## config.mk

```make
export PLATFORM = sky130hd
export DESIGN_NAME = rr_pop_arbiter_flat
export DESIGN_NICKNAME = d
export VERILOG_FILES = /design/src/rtl/rr_pop_arbiter_pkg.sv /design/src/rtl/rr_pop_arbiter_if.sv /design/src/rtl/rr_pop_arbiter_grant.sv /design/src/rtl/rr_pop_arbiter.sv /design/src/flat_wrapper.sv
export SDC_FILE = /design/constraint.sdc
export NUM_CORES = 1
export LEC_CHECK = 0
export ABC_AREA = 1
export BUFFER_PORTS_ARGS = -buffer_cell sky130_fd_sc_hd__buf_2
export CAP_MARGIN = 20
export CORE_ASPECT_RATIO = 0.5
export CORE_UTILIZATION = 25
export DETAILED_ROUTE_END_ITERATION = 10
export HOLD_SLACK_MARGIN = 0.06
export MAX_ROUTING_LAYER = met4
export SLEW_MARGIN = 20
export SYNTH_ARGS = -nofsm -noshare
export SYNTH_HDL_FRONTEND = slang
export SYNTH_HIERARCHICAL = 1
export SYNTH_SLANG_ARGS = --single-unit
```

## constraint.sdc

```tcl
create_clock -name clk -period 1.55 [get_ports clk]
set_input_delay 0.155 -clock clk [delete_from_list [all_inputs] [get_ports clk]]
set_output_delay 0.155 -clock clk [all_outputs]
set_load 0.05 [all_outputs]
```

## src/rtl/rr_pop_arbiter_pkg.sv

```systemverilog
// Shared defaults and helpers for the round-robin pop arbiter.
//   NUM_FIFOS_DEF : default number of source FIFOs (power of two, 2..8)
//   DATA_SIZE_DEF : default FIFO word width
//   CNT_SIZE_DEF  : default transfer counter width
//   idx_width()   : bits needed to index n sources
package rr_pop_arbiter_pkg;

  localparam int unsigned NUM_FIFOS_DEF = 4;
  localparam int unsigned DATA_SIZE_DEF = 6;
  localparam int unsigned CNT_SIZE_DEF  = 8;

  // A single source still needs a one-bit index.
  function automatic int unsigned idx_width(input int unsigned n);
    return (n <= 1) ? 1 : $clog2(n);
  endfunction

endpackage

```

## src/rtl/rr_pop_arbiter_if.sv

```systemverilog
// Bus bundle between the source FIFO bank, the arbiter and the destination FIFO.
//   master : arbiter side (drives pops, pushes, counter and idle)
//   slave  : FIFO/environment side (drives empty flags, data, almost_full)
interface rr_pop_arbiter_if
  import rr_pop_arbiter_pkg::*;
#(
  parameter int unsigned NUM_FIFOS = NUM_FIFOS_DEF,
  parameter int unsigned DATA_SIZE = DATA_SIZE_DEF,
  parameter int unsigned CNT_SIZE  = CNT_SIZE_DEF
);

  localparam int unsigned IDX_W = idx_width(NUM_FIFOS);

  logic [NUM_FIFOS-1:0]           fifo_empty;
  logic [NUM_FIFOS*DATA_SIZE-1:0] fifo_data;
  logic [NUM_FIFOS-1:0]           fifo_read;
  logic                           dest_almost_full;
  logic                           dest_write;
  logic [DATA_SIZE-1:0]           dest_data;
  logic [IDX_W-1:0]               dest_src;
  logic [CNT_SIZE-1:0]            xfer_count;
  logic                           idle;

  modport master (
    input  fifo_empty, fifo_data, dest_almost_full,
    output fifo_read, dest_write, dest_data, dest_src, xfer_count, idle
  );

  modport slave (
    output fifo_empty, fifo_data, dest_almost_full,
    input  fifo_read, dest_write, dest_data, dest_src, xfer_count, idle
  );

endinterface

```

## src/rtl/rr_pop_arbiter_grant.sv

```systemverilog
// Combinational round-robin priority encoder.
//   req       : request vector (bit i = source i has data)
//   ptr       : index searched first; search continues ptr+1, ... modulo NUM_FIFOS
//   grant     : first requesting index found (0 when nothing requests)
//   any_grant : at least one request present
module rr_pop_arbiter_grant
  import rr_pop_arbiter_pkg::*;
#(
  parameter  int unsigned NUM_FIFOS = NUM_FIFOS_DEF,
  localparam int unsigned IDX_W     = idx_width(NUM_FIFOS)
) (
  input  logic [NUM_FIFOS-1:0] req,
  input  logic [IDX_W-1:0]     ptr,
  output logic [IDX_W-1:0]     grant,
  output logic                 any_grant
);

  logic [IDX_W-1:0] idx;

  // Walk offsets from farthest to nearest so the nearest request wins;
  // index arithmetic wraps naturally because NUM_FIFOS is a power of two.
  always_comb begin
    grant = '0;
    idx   = '0;
    for (int unsigned k = 0; k < NUM_FIFOS; k++) begin
      idx = ptr + IDX_W'(NUM_FIFOS - 1 - k);
      if (req[idx]) grant = idx;
    end
  end

  assign any_grant = |req;

endmodule

```

## src/rtl/rr_pop_arbiter.sv

```systemverilog
// Drains a bank of FIFOs in round-robin order into one destination FIFO.
//   clk   : rising-edge clock
//   reset : synchronous active-high reset
//   bus   : master side of rr_pop_arbiter_if
//           fifo_read is a Mealy pop strobe; source data arrives one cycle
//           after the pop and is pushed the cycle after that (latency 2).
//           idle is combinational.
module rr_pop_arbiter
  import rr_pop_arbiter_pkg::*;
#(
  parameter int unsigned NUM_FIFOS = NUM_FIFOS_DEF,
  parameter int unsigned DATA_SIZE = DATA_SIZE_DEF,
  parameter int unsigned CNT_SIZE  = CNT_SIZE_DEF
) (
  input  logic              clk,
  input  logic              reset,
  rr_pop_arbiter_if.master  bus
);

  localparam int unsigned IDX_W = idx_width(NUM_FIFOS);

  logic [IDX_W-1:0]     rr_ptr;
  logic [IDX_W-1:0]     grant;
  logic                 any_req;
  logic                 pop_ok;
  logic [NUM_FIFOS-1:0] fifo_read_c;
  logic                 v1;
  logic [IDX_W-1:0]     s1;
  logic [DATA_SIZE-1:0] sel_word;
  logic                 dest_write_q;
  logic [DATA_SIZE-1:0] dest_data_q;
  logic [IDX_W-1:0]     dest_src_q;
  logic [CNT_SIZE-1:0]  xfer_count_q;

  rr_pop_arbiter_grant #(.NUM_FIFOS(NUM_FIFOS)) u_grant (
    .req       (~bus.fifo_empty),
    .ptr       (rr_ptr),
    .grant     (grant),
    .any_grant (any_req)
  );

  // Almost-full is only consulted here; words already popped still drain.
  assign pop_ok = !reset && !bus.dest_almost_full && any_req;

  // One-hot pop strobe for the granted source.
  always_comb begin
    fifo_read_c = '0;
    if (pop_ok) fifo_read_c[grant] = 1'b1;
  end

  // Select the word the source presented one cycle after its pop.
  always_comb begin
    sel_word = '0;
    for (int unsigned i = 0; i < NUM_FIFOS; i++) begin
      if (s1 == IDX_W'(i)) sel_word = bus.fifo_data[i*DATA_SIZE +: DATA_SIZE];
    end
  end

  // Pointer, two-stage pipeline and transfer counter.
  always_ff @(posedge clk) begin
    if (reset) begin
      rr_ptr       <= '0;
      v1           <= 1'b0;
      s1           <= '0;
      dest_write_q <= 1'b0;
      dest_data_q  <= '0;
      dest_src_q   <= '0;
      xfer_count_q <= '0;
    end else begin
      if (pop_ok) rr_ptr <= grant + IDX_W'(1);
      v1           <= pop_ok;
      s1           <= grant;
      dest_write_q <= v1;
      if (v1) begin
        dest_data_q  <= sel_word;
        dest_src_q   <= s1;
        xfer_count_q <= xfer_count_q + CNT_SIZE'(1);
      end
    end
  end

  assign bus.fifo_read  = fifo_read_c;
  assign bus.dest_write = dest_write_q;
  assign bus.dest_data  = dest_data_q;
  assign bus.dest_src   = dest_src_q;
  assign bus.xfer_count = xfer_count_q;
  assign bus.idle       = (fifo_read_c == '0) && !v1 && !dest_write_q;

endmodule

```

## src/flat_wrapper.sv

```systemverilog
// flat-port wrapper written by rule: the top's interface ports become plain ports
module rr_pop_arbiter_flat import rr_pop_arbiter_pkg::*;
#(
  parameter int unsigned NUM_FIFOS = NUM_FIFOS_DEF,
  parameter int unsigned DATA_SIZE = DATA_SIZE_DEF,
  parameter int unsigned CNT_SIZE  = CNT_SIZE_DEF
)
  (clk, reset, bus_fifo_empty, bus_fifo_data, bus_dest_almost_full, bus_fifo_read, bus_dest_write, bus_dest_data, bus_dest_src, bus_xfer_count, bus_idle);
  rr_pop_arbiter_if #(.NUM_FIFOS(NUM_FIFOS), .DATA_SIZE(DATA_SIZE), .CNT_SIZE(CNT_SIZE)) bus_i ();
  input  logic clk;
  input  logic reset;
  input wire logic [$bits(bus_i.fifo_empty)-1:0] bus_fifo_empty;
  input wire logic [$bits(bus_i.fifo_data)-1:0] bus_fifo_data;
  input wire logic [$bits(bus_i.dest_almost_full)-1:0] bus_dest_almost_full;
  output wire logic [$bits(bus_i.fifo_read)-1:0] bus_fifo_read;
  output wire logic [$bits(bus_i.dest_write)-1:0] bus_dest_write;
  output wire logic [$bits(bus_i.dest_data)-1:0] bus_dest_data;
  output wire logic [$bits(bus_i.dest_src)-1:0] bus_dest_src;
  output wire logic [$bits(bus_i.xfer_count)-1:0] bus_xfer_count;
  output wire logic [$bits(bus_i.idle)-1:0] bus_idle;
  assign bus_i.fifo_empty = bus_fifo_empty;
  assign bus_i.fifo_data = bus_fifo_data;
  assign bus_i.dest_almost_full = bus_dest_almost_full;
  assign bus_fifo_read = bus_i.fifo_read;
  assign bus_dest_write = bus_i.dest_write;
  assign bus_dest_data = bus_i.dest_data;
  assign bus_dest_src = bus_i.dest_src;
  assign bus_xfer_count = bus_i.xfer_count;
  assign bus_idle = bus_i.idle;
  rr_pop_arbiter #(.NUM_FIFOS(NUM_FIFOS), .DATA_SIZE(DATA_SIZE), .CNT_SIZE(CNT_SIZE)) u_core (.clk(clk), .reset(reset), .bus(bus_i));
endmodule
```

==> flow_summary.json <==
{
  "rows": 18,
  "grt_pass1_vias": 1405,
  "root_buffer": "clkbuf_8",
  "r2r_slack_ns": -0.05,
  "cp.required_ns": 1.39,
  "critical_path.cell_chain": "inv_6, nand2_2, nand2_2, nand2_2, nand2_2, nand2_2, nand2_1, nand2_1, nand2_1, inv_2, ha_1, inv_2, buf_4, nor2_2, buf_6",
  "rsz0062_at_grt": "yes",
  "synth_compound_gate_area_share_pct": 7.57,
  "area_growth_syn_to_layout_pct": 49.5,
  "coreArea_sq_um": 5090,
  "worst-path-max-fanout": 8,
  "netlist.area_leader.share_pct": 32.1,
  "clk_pin_slew_ns": 0.08,
  "setup_viol": 6,
  "cp_slowest_cell": "dfxtp_4",
  "insertion_delay_ns": 0.26,
  "max_freq_mhz": 469,
  "first_pass_iters": 4,
  "cp-startpoint": "u_core/rr_ptr[0]",
  "leakagePower_uw": 0.00101,
  "dieArea_sq_um": 5810,
  "violations": "setup timing",
  "synth_most_common_cell": "nand2_1",
  "hold_viol_final": 0,
  "cts_max_path_buffers": 2,
  "yosys.area.top_type": "dfxtp_1",
  "multi_input_area_sq_um": 897,
  "antenna_found_initial": 0,
  "maxSlewHeadroom_pct": 67.2,
  "viasPerCell": 4.27,
  "cts_sinks": 22,
  "dpl.hpwl_mm": 2.62,
  "numCtsBuffers": 3,
  "synthMuxAreaShare_pct": 0,
  "numPortBuffers": 52,
  "status": "complete, but fails checks",
  "min_period_over_period_pct": 138,
  "place_inst": 341,
  "fillers": 563,
  "syn-num-nets": 251,
  "synth-simple-area-share_pct": 42.5,
  "postPlaceCellArea_sq_um": 1810,
  "hold_class": "in2reg",
  "synth_top_family_by_area": "simple AND/OR/NAND/NOR gates",
  "drv_cap": 0,
  "grt_pass1_wl_mm": 5.77,
  "crit_path_end_kind": "output pin",
  "slowest_delay_ns": 0.42,
  "synth_area_leaders": "dfxtp_1 (32%), nand2_1 (16%), nand3_1 (9.8%), nor2_1 (9.0%), inv_1 (6.3%)",
  "power_uw": 2170,
  "final_util_pct": 40.3,
  "synth_edf_count": 0,
  "crit_type": "reg2out",
  "synth_cells": 215,
  "ant_nets": 0,
  "track_usage_pct": 12.7,
  "gr-total-overflow": 0,
  "die_x_um": 107,
  "r2r_cells": 14,
  "fin_area_sq_um": 2050,
  "io_pins": 53,
  "wl_per_cell_um": 9.91,
  "syn_area_sq_um": 1370,
  "ys_warn_count": 6,
  "h-tree-depth": 1,
  "period_minus_slack_ns": 2.13,
  "crit_top_cell": "nand2_2",
  "setup_tns_ns": -2.55,
  "nNetsFinal": 317,
  "postCtsHoldBufs": 0,
  "grt_start_max_net_pins": 17,
  "drive_gt1_share_pct": 47.5,
  "detail_route.wirelength_mm": 3.47,
  "worst_pin_slew_ns": 0.491,
  "clock_skew_ns": 0.00317,
  "timing.rr.start": "u_core/rr_ptr[0]",
  "reg2reg_to": "u_core/rr_ptr[1]",
  "timing.critical_path.to": "bus_fifo_read[3]",
  "drc": 0,
  "n_antenna_cell": 0,
  "setup_ws_ns": -0.582,
  "finish.cell_count_without_fillers": 350,
  "synth_fa_ha_area_share_pct": 4.56,
  "async_flop_share_pct": 0,
  "drtIter0Drc": 14,
  "cp-start-kind": "flop",
  "cellPowerDensity_nw_per_um2": 1060,
  "synthFlopType": "dfxtp_1",
  "die_y_um": 54.4,
  "start_util_pct": 27.0,
  "gp_congestion": 0.781,
  "slew_violations": 0,
  "worstPathArrival_ns": 1.98,
  "synthTopCellsByCount": "nand2_1 (59), nor2_1 (33), nand3_1 (27)",
  "seq_area_frac_synth_pct": 32.1,
  "peakVddDrop_mv": 0.398,
  "ff_latch_area_sq_um": 448,
  "ys_seq_elements": 22,
  "dr_total_vias": 1493,
  "cts_tree": "done",
  "syn_area_per_cell_sq_um": 6.38,
  "synth_cell_types": 23,
  "synth-xor-area-share_pct": 0.638
}
-- critical path, delay by kind of cell (launching register included) --
| family | cells | cell delay (ns) |
|---|---|---|
| adders and majority gates | 1 | 0.17 |
| and+or+nand+nor | 9 | 0.60 |
| DFF | 1 | 0.42 |
| buffers and inverters | 5 | 0.53 |
-- cells by family (layout without fill, tap and decap cells) --
| logic type | count (synthesis) | after routing |
|---|---|---|
| compound gates | 20 | 20 |
| xor+xnor | 1 | 1 |
| fa+ha+maj | 5 | 5 |
| buf+inv | 35 | 100 |
| flops | 22 | 22 |
| simple gates | 132 | 132 |
-- how the worst min path moves through the flow --
stage / from / cells past startpoint / to
floorplan: reset / 2 / u_core/rr_ptr[1]
global placement: reset / 2 / u_core/rr_ptr[1]
detailed placement: reset / 2 / u_core/rr_ptr[1]
CTS: reset / 2 / u_core/rr_ptr[1]
global route: reset / 2 / u_core/rr_ptr[1]
finish: reset / 2 / u_core/rr_ptr[1]
-- placed cells by master (no fill, tap or decap), drive strengths merged, types with 3 or more instances in the layout --
master / synthesis / final
a21oi: 7 / 7
buf: 6 / 67
clkbuf: 0 / 3
dfxtp: 22 / 22
ha: 5 / 5
inv: 29 / 29
nand2: 61 / 61
nand3: 28 / 28
nor2: 39 / 39
o21ai: 11 / 11
-- area by class of cell --
type	count	share of cell area (%)
Clock inverter	1	1.46
Clock buffer	3	2.01
Sequential cell	22	21.8
Multi-Input combinational cell	158	43.7
Inverter	29	6.28
Tap cell	70	4.27
Timing Repair Buffer	67	20.4
-- where the power goes --
group	internal, uW	leakage (uW)	switching (uW)
registers	609	0.000182	75.3
logic	402	0.000795	557
clock network	345	0.0000357	185
-- what timing repair did --
| action | 4_1_cts | 5_1_grt |
|---|---|---|
| pin swaps | 9 | 3 |
| setup buffers | 3 | 2 |
| endpoints found under the setup margin | 6 | 8 |
| gates cloned | 0 | 0 |
| resized for setup | 20 | 28 |
-- stage by stage --
stage                     hold slack [ns]  setup WS (ns)
after floorplan                     0.335         -0.194
after global placement              0.450         -0.326
after detailed placement            0.453         -0.381
after CTS                           0.154         -0.540
after global routing                0.172         -0.697
final                               0.167         -0.582
-- registers in the layout, indices dropped and copies added, names as in the netlist --
| signal | count |
|---|---|
| u_core/rr_ptr | 2 |
| u_core/s1 | 2 |
| u_core/v1 | 1 |
| u_core/bus.dest_src | 2 |
| u_core/bus.dest_write | 1 |
| u_core/bus.xfer_count | 8 |
| u_core/bus.dest_data | 6 |
-- routing by layer --
layer	vias up	track usage [%]	wire length [um]
li1	803	-	-
met1	666	13.7	1500
met2	22	25.6	1850
met3	2	2.14	98
met4	0	2.28	22
met5	-	-	0
Note: power is estimated with default switching activity, not from simulation.
